--- config.mk ---
export PLATFORM = sky130hd
export DESIGN_NAME = regfile_writeback
export DESIGN_NICKNAME = d
export VERILOG_FILES = /design/src/rtl/regfile_wb_pkg.sv /design/src/rtl/wb_fifo.sv /design/src/rtl/regfile_writeback.sv
export SDC_FILE = /design/constraint.sdc
export NUM_CORES = 1
export LEC_CHECK = 0
export BUFFER_PORTS_ARGS = -buffer_cell sky130_fd_sc_hd__buf_4
export CORE_UTILIZATION = 54
export CTS_CLUSTER_DIAMETER = 120
export DETAILED_ROUTE_END_ITERATION = 8
export GPL_TIMING_DRIVEN = 0
export PLACE_DENSITY = 0.81
export SLEW_MARGIN = 20
export SYNTH_ARGS = -nofsm -noshare
export SYNTH_HDL_FRONTEND = slang
export SYNTH_SLANG_ARGS = --single-unit
--- constraint.sdc ---
create_clock -name clk -period 5.8 [get_ports clk]
set_input_delay 1.16 -clock clk [delete_from_list [all_inputs] [get_ports clk]]
set_output_delay 1.16 -clock clk [all_outputs]
set_load 0.005 [all_outputs]
--- src/rtl/regfile_wb_pkg.sv ---
// Shared types and sizes for the register-file writeback path.
package regfile_wb_pkg;
  localparam int XLEN   = 32;
  localparam int REG_AW = 5;
  localparam int NREGS  = 32;

  typedef struct packed {
    logic [REG_AW-1:0] rd;
    logic [XLEN-1:0]   data;
  } wb_entry_t;
endpackage

--- src/rtl/wb_fifo.sv ---
// Writeback FIFO: up to two pushes (din0 first, then din1) and one pop per cycle.
// The head entry is visible combinationally from the storage registers.
module wb_fifo
  import regfile_wb_pkg::*;
#(
  parameter  int DEPTH = 4,
  localparam int AW    = $clog2(DEPTH)
) (
  input  logic       clk,
  input  logic       reset,
  input  logic       push0,
  input  logic       push1,
  input  logic       pop,
  input  wb_entry_t  din0,
  input  wb_entry_t  din1,
  output wb_entry_t  head,
  output logic [AW:0] free,
  output logic       full,
  output logic       empty
);
  wb_entry_t      mem [DEPTH];
  logic [AW-1:0]  wr_ptr, rd_ptr, wr_ptr1;
  logic [AW:0]    count;
  logic           pop_ok;

  assign wr_ptr1 = wr_ptr + 1'b1;
  assign pop_ok  = pop && !empty;

  always_ff @(posedge clk) begin
    if (push0) mem[wr_ptr]  <= din0;
    if (push1) mem[wr_ptr1] <= din1;
  end

  always_ff @(posedge clk or negedge reset) begin
    if (!reset) begin
      wr_ptr <= '0;
      rd_ptr <= '0;
      count  <= '0;
    end else begin
      wr_ptr <= wr_ptr + AW'(push0) + AW'(push1);
      rd_ptr <= rd_ptr + AW'(pop_ok);
      count  <= count + (AW+1)'(push0) + (AW+1)'(push1) - (AW+1)'(pop_ok);
    end
  end

  assign head  = mem[rd_ptr];
  assign free  = (AW+1)'(DEPTH) - count;
  assign full  = (count == (AW+1)'(DEPTH));
  assign empty = (count == '0);
endmodule

--- src/rtl/regfile_writeback.sv ---
// Register-file write initiator: arbitrates ALU/load results into a FIFO, drains one
// write per cycle and tracks pending writes per register. Optional WB_BYPASS_EN adds forwarding.
module regfile_writeback
  import regfile_wb_pkg::*;
#(
  parameter int DEPTH = 4,
  parameter int CNTW  = 2
) (
  input  logic              clk,
  input  logic              reset,
  input  logic              alu_valid,
  input  logic [4:0]        alu_rd,
  input  logic [XLEN-1:0]   alu_data,
  output logic              alu_ready,
  input  logic              mem_valid,
  input  logic [4:0]        mem_rd,
  input  logic [XLEN-1:0]   mem_data,
  output logic              mem_ready,
  input  logic              issue_valid,
  input  logic [4:0]        issue_rd,
  output logic              issue_ready,
  input  logic [4:0]        chk_rs1,
  input  logic [4:0]        chk_rs2,
  output logic              busy1,
  output logic              busy2,
  output logic              rf_we,
  output logic [4:0]        rf_addr,
  output logic [XLEN-1:0]   rf_wdata,
  output logic              fifo_full,
  output logic              fifo_empty
`ifdef WB_BYPASS_EN
  ,
  output logic              fwd1_valid,
  output logic              fwd2_valid,
  output logic [XLEN-1:0]   fwd1_data,
  output logic [XLEN-1:0]   fwd2_data
`endif
);
  localparam int AW = $clog2(DEPTH);
  localparam logic [CNTW-1:0] CNT_MAX = '1;

  wb_entry_t   head, din0, din1, last;
  logic [AW:0] free;
  logic [AW+1:0] room, need_alu;
  logic        mem_nz, alu_nz, mem_push, alu_push;

  // Room counts the slot vacated by this cycle's drain.
  assign room     = {1'b0, free} + (AW+2)'(rf_we);
  assign mem_nz   = (mem_rd != '0);
  assign alu_nz   = (alu_rd != '0);
  assign need_alu = (mem_valid && mem_nz) ? (AW+2)'(2) : (AW+2)'(1);

  assign mem_ready = !mem_nz || (room != '0);
  assign alu_ready = !alu_nz || (room >= need_alu);
  assign mem_push  = mem_valid && mem_nz && (room != '0);
  assign alu_push  = alu_valid && alu_nz && (room >= need_alu);

  assign din0 = mem_push ? '{rd: mem_rd, data: mem_data} : '{rd: alu_rd, data: alu_data};
  assign din1 = '{rd: alu_rd, data: alu_data};

  wb_fifo #(.DEPTH(DEPTH)) u_fifo (
    .clk   (clk),
    .reset (reset),
    .push0 (mem_push || alu_push),
    .push1 (mem_push && alu_push),
    .pop   (rf_we),
    .din0  (din0),
    .din1  (din1),
    .head  (head),
    .free  (free),
    .full  (fifo_full),
    .empty (fifo_empty)
  );

  // Address/data hold the last written entry once the FIFO runs dry.
  always_ff @(posedge clk or negedge reset) begin
    if (!reset)     last <= '0;
    else if (rf_we) last <= head;
  end

  assign rf_we    = !fifo_empty;
  assign rf_addr  = fifo_empty ? last.rd   : head.rd;
  assign rf_wdata = fifo_empty ? last.data : head.data;

  logic [NREGS-1:0][CNTW-1:0] cnt;
  logic [NREGS-1:0]           inc_vec, dec_vec;
  logic                       issue_fire;

  assign issue_ready = (cnt[issue_rd] != CNT_MAX);
  assign issue_fire  = issue_valid && issue_ready && (issue_rd != '0);
  assign inc_vec[0]  = 1'b0;
  assign dec_vec[0]  = 1'b0;

  for (genvar gi = 1; gi < NREGS; gi++) begin : g_sb
    assign inc_vec[gi] = issue_fire && (issue_rd == REG_AW'(gi));
    assign dec_vec[gi] = rf_we && (rf_addr == REG_AW'(gi)) && (cnt[gi] != '0);
  end

  always_ff @(posedge clk or negedge reset) begin
    if (!reset) begin
      cnt <= '0;
    end else begin
      for (int i = 1; i < NREGS; i++) begin
        if (inc_vec[i] && !dec_vec[i])      cnt[i] <= cnt[i] + 1'b1;
        else if (dec_vec[i] && !inc_vec[i]) cnt[i] <= cnt[i] - 1'b1;
      end
    end
  end

`ifdef WB_BYPASS_EN
  assign fwd1_valid = rf_we && (rf_addr == chk_rs1) && (chk_rs1 != '0) && (cnt[chk_rs1] == CNTW'(1));
  assign fwd2_valid = rf_we && (rf_addr == chk_rs2) && (chk_rs2 != '0) && (cnt[chk_rs2] == CNTW'(1));
  assign fwd1_data  = rf_wdata;
  assign fwd2_data  = rf_wdata;
  assign busy1 = (cnt[chk_rs1] != '0) && !fwd1_valid;
  assign busy2 = (cnt[chk_rs2] != '0) && !fwd2_valid;
`else
  assign busy1 = (cnt[chk_rs1] != '0);
  assign busy2 = (cnt[chk_rs2] != '0);
`endif
endmodule

### Word-level counts from Yosys, hierarchy flattened

Memory sizes are Yosys's and may differ from the RTL's.
Cells that the tools add are included.

* word-level logic and storage cells: 551
* input bits: 94
* RAM bits: 148
* memories kept: 1
* register bits: 106
* output and inout port bits: 45

Memories
* u_fifo.mem: words 4, bits a word 37, read ports 1, clocked after memory_dff 0, wr ports 2, line wb_fifo.sv:21 `wb_entry_t mem [DEPTH];`

* reduce and logical (&&, ||, !) cells: 299
* muxes and demuxes: 76
* order comparisons: 4
* equality and inequality tests: 64
* $add $sub $neg: 71

Operators with widths (number)
* logical AND 1 bit: 162
* == test 5 bit, second input constant: 32
* two-way mux 2 bit: 66
* nonzero test 2 bit: 64
* == test 5 x 4 -> 1 bit, second input constant: 16
* zero test 1 bit: 65
* adder 2 x 1 -> 2 bit, second input constant: 32
* subtractor 2 x 1 -> 2 bit, second input constant: 31
* == test 5 x 3 -> 1 bit, second input constant: 8
* two-way mux 37 bit: 1
* two-way mux 32 bit: 1
* binary-select mux 2 bit (select 5 bit): 3
* == test 5 x 2 -> 1 bit, second input constant: 4
* less-than comparator 5 x 6 -> 1 bit, second input constant: 3
* nonzero test 5 bit: 3
* == test 5 x 1 -> 1 bit, second input constant: 2
* adder 2 x 1 -> 2 bit: 3
* adder 3 x 1 -> 3 bit: 2
* two-way mux 5 bit: 1
* adder 3 x 1 -> 4 bit: 1
* greater-or-equal comparator 4 x 2 -> 1 bit: 1
* two-way mux 1 bit: 4
* nonzero test 4 bit: 1
* == test 3 bit, second input constant: 1
* 5 further kinds: 7

### Logic depth before layout (Yosys ltp)

* depth after elaboration: 10
* depth in mapped cells: 20
* mapped depth without buffers: 17

### Cells and area by module

Synthesis repeated with hierarchy kept, for this count alone.

* cells, all modules: 1056
* area total of the unflattened synthesis: 14564.0 um^2

By module, submodules not included
* wb_fifo: area an instance 7907.6 um^2, times used 1, sequential area each 4619.4 um^2, cells an instance 397
* regfile_writeback: area an instance 6656.4 um^2, times used 1, sequential area each 2477.4 um^2, cells an instance 659

### Worst setup path before layout

OpenSTA, ideal clock, no wires.

* kind: reg2reg
* start point: register u_fifo.count[0]
* end point: memory u_fifo.mem[0][0] (netlist bit), enable pin
* data required time: 5.317 ns
* arrival time: 5.823 ns
* stages on the path, launching flop included: 15
* setup slack: -0.506 ns
* period minus slack after synthesis: 6.306 ns
* library setup time: 0.483 ns
* path buffers: 3
* path through: dfrtp_1 inv_1 ha_1 ha_1 clkbuf_1 inv_1 clkbuf_1 clkbuf_1 ha_1 ha_1 ha_1 a21oi_1 a21oi_2 nand3_1 o21ai_0

RTL lines
* from (decl): line wb_fifo.sv:23 `logic [AW:0] count;`
* from (signal assigned): line wb_fifo.sv:42 `count <= count + (AW+1)'(push0) + (AW+1)'(push1) - (AW+1)'(pop_ok);`
* to (decl): line wb_fifo.sv:21

### Worst setup path in the final report

* start point: register u_fifo.count[0]
* end point: register u_fifo.count[2]

* cells in the longest elaborated chain, start to end: 9
* elaborated cells between the ends (all ways): 13
* those cells by class: 5 x add/sub; 1 x order compare; 7 x reduce/logical

RTL lines (line)
* branches (longest 8 deep; another with adder 3 x 1 -> 4 bit)
* subtractor 3 x 1 -> 3 bit (*): wb_fifo.sv:42

Every way passes the cells marked *.
A chain may end at the register's enable or synchronous reset.

==> results.toml <==
[floorplanning]
initial_core_util_pct = 55.0
die_x_um = 162
core_area_um2 = 25100
die_y_um = 162
die-area_um2 = 26200
ios = 139
rows = 58

[global_routing]
grt_max_degree = 73
grt_pass1_vias = 9663
grt_util_all_layers_pct = 25.6
antenna_found_initial = 1
grt_pass1_wl_um = 52000
gr-total-overflow = 0

[setup_path]
end_kind = "register"
slowest_stage = "a21oi_2"
cp_max_fo = 13
path_class = "reg2reg"
crit_family = "adder cells"
crit_required_ns = 6.28
r2r_cells = 19
arrival_ns = 5.86
crit_path_start = "u_fifo.count[0]"
cpPeakStageDelay_ns = 0.55
cp_cell_sequence = "inv_1, ha_1, ha_1, clkbuf_2, inv_1, clkbuf_1, clkbuf_2, ha_1, ha_1, ha_1, a21oi_1, a21oi_2, nand2_1, ha_1, inv_1, fa_1, fa_1, xnor2_1, xnor2_1"
crit_top_cell = "ha_1"
r2r-start = "u_fifo.count[0]"
reg2reg_slack_ns = 0.42
path_buf_inv = 6
r2r-end = "u_fifo.count[2]"
critPathLaunchType = "register"
path_depth = 19

[cts]
clk_pin_slew_ns = 0.06
cts_buffers = 28
clock-sinks = 254
cts-root-buf = "clkbuf_16"
cts_tree = "yes"
worstSkewPairLatency_ns = 0.58
h-tree-depth = 1
clk_path_buf_depth = 3
cts_hold_repair.buffers = 0

[drt]
wl_um = 33000
viasPerCell = 5.87
dr.pass1.iters = 5
wl_per_cell_um = 20.8
antenna_left = 0
drcViolationCount = 0
num_vias = 9322
drtIter0Drc = 689

[logic_synthesis]
synth_cells = 1065
synth_top_family_by_area = "multiplexers"
synth_xor_area_share_pct = 6.15
yosysSeqAreaShare_pct = 51.4
synth_ff_type = "edfxtp_1"
synth.distinct_cells = 50
yosys_register_bits = 254
synth_compound_area_share_pct = 4.65
async_flop_share_pct = 41.7
netlist_area_um2 = 13800
synth_fa_ha_area_share_pct = 4.13
synth_edf_count = 148
synth_mux_area_share_pct = 20.7
synth-simple-area-share_pct = 10.1
syn_avg_cell_area_um2 = 13.0
yosysWarnings = 2
syn_nets = 1202

[sta]
finalSetupViolCount = 0
finalCritPeriodShare_pct = 92.7
period_minus_slack_ns = 5.38
rsz0062_at_grt = "no"
skew_ns = 0.0351
worst_slew_margin_rel_pct = 25.5
worst_slew_pin_slew_ns = 1.12
fmax_mhz = 186
slew_viol_final = 0
hold_viol_final = 0

[place]
placed_cell_area_um2 = 15400
dpl.hpwl_um = 22500
port_buffers = 133
place_congestion = 0.949

[hold_path]
hold_class = "reg2reg"
hold_start = "last[25]"
hold_depth = 2
hold_end = "last[25]"

[finish]
drive_gt1_share_pct = 31.7
syn_to_final_growth_pct = 18.9
layout_common_cells = "edfxtp_1 (148), buf_4 (132), nand2_1 (124)"
antenna_cells = 0
fin_util_pct = 65.4
mostFrequentLayoutCell = "edfxtp_1"
nets = 1372
fin_area_um2 = 16400

[status]
status = "completed"

[power]
ir_worst_vdd_mv = 0.365
power_density_nw_per_um2 = 615
leakage_nw = 6.44

[run]
cap_violations = 0
-- worst max-delay path by stage --
stage / slack [ns] / endpoint
floorplan: -0.51 / u_fifo.mem[0][0]
global placement: -3.56 / u_fifo.mem[0][16]
detailed placement: 0.005 / u_fifo.count[2]
CTS: 0.19 / u_fifo.count[2]
global route: 0.09 / u_fifo.count[2]
finish: 0.42 / u_fifo.count[2]
-- worst register-to-register path: stages (launching register included) --
cell      delay, ns
dfrtp_1        0.40
inv_1          0.06
ha_1           0.21
ha_1           0.20
clkbuf_2       0.25
inv_1          0.16
clkbuf_1       0.46
clkbuf_2       0.45
ha_1           0.24
ha_1           0.24
ha_1           0.28
a21oi_1        0.08
a21oi_2        0.55
nand2_1        0.20
ha_1           0.33
inv_1          0.06
fa_1           0.42
fa_1           0.39
xnor2_1        0.21
xnor2_1        0.13
-- where the power goes --
group / internal, W / total (W) / switching [W]
combinational: 0.00228 / 0.00478 / 0.00250
clock: 0.00112 / 0.00189 / 0.000761
sequential: 0.00302 / 0.00343 / 0.000415
-- metal layers --
layer,global-route usage (%),vias up,part of all wire (%)
met5,0,-,0.048
met4,8.32,2,2.9
li1,-,4265,-
met1,32.5,4654,40
met2,44.1,327,49
met3,5.08,74,7.2
-- through the flow --
| step | cells | setup TNS [ns] | setup slack (ns) | power [W] | hold slack, ns |
|---|---|---|---|---|---|
| floorplan | 1065 | -37.45 | -0.506 | 0.00648 | 0.459 |
| global placement | 1528 | -292.76 | -3.56 | 0.00794 | 0.455 |
| detailed placement | 1535 | 0 | 0.00498 | 0.00820 | 0.457 |
| CTS | 1587 | 0 | 0.191 | 0.0101 | 0.474 |
| global route | 1587 | 0 | 0.0893 | 0.0106 | 0.496 |
| finish | 1587 | 0 | 0.421 | 0.0101 | 0.472 |
-- area by class of cell --
type,count,area (µm²)
fill,1844,8690
sequential,254,7100
multi-input combinational,741,6350
timing repair buffer,140,1180
clock buffer,30,718
tap,330,413
buffer,55,338
clock inverter,22,267
inverter,15,56.3
-- sequential cells by signal, indices dropped and copies added (netlist names) --
register / count
u_fifo.count: 3
last: 37
u_fifo.rd_ptr: 2
u_fifo.mem: 148
u_fifo.wr_ptr: 2
cnt: 62
-- logic make-up after synthesis --
kind of cell | count (synthesis)
AOI/OAI and AO/OA | 90
DFF | 254
muxes | 200
xor gates and xnor gates | 97
adders and majority gates | 44
and+or+nand+nor | 310
buffers and inverters | 70
-- what timing repair did --
action / 4_1_cts / 5_1_grt
gates cloned: 0 / 0
endpoints found under the setup margin: 1 / 1
gates resized for setup: 1 / 2
buffers inserted: 0 / 0
-- synthesized netlist by cell type, types with 3 or more instances --
cell type	n	share of area [%]
edfxtp_1	148	32
nand2_1	124	3.4
dfrtp_1	106	19
mux2_2	104	8.5
nor2_1	83	2.3
xor2_1	64	4.1
mux4_2	45	7.3
ha_1	40	3.6
clkbuf_1	35	0.95
xnor2_1	33	2.1
nor3_1	32	1.2
mux2_4	30	3.3
nand3b_1	29	1.6
a21oi_1	24	0.87
nand3_1	20	0.72
o211ai_1	18	0.98
mux2_1	17	1.4
inv_1	15	0.41
o21ai_0	13	0.47
buf_6	10	0.82
nand2b_1	7	0.32
a211o_1	5	0.32
and2_1	4	0.18
buf_2	4	0.14
mux2i_1	4	0.29
a211oi_1	3	0.16
a22oi_1	3	0.16
a31oi_4	3	0.46
a32oi_1	3	0.19
buf_1	3	0.081
buf_12	3	0.43
fa_1	3	0.43
o22ai_1	3	0.14
or2_2	3	0.14
or4_1	3	0.16
Note: power is estimated with default switching activity, not from simulation.
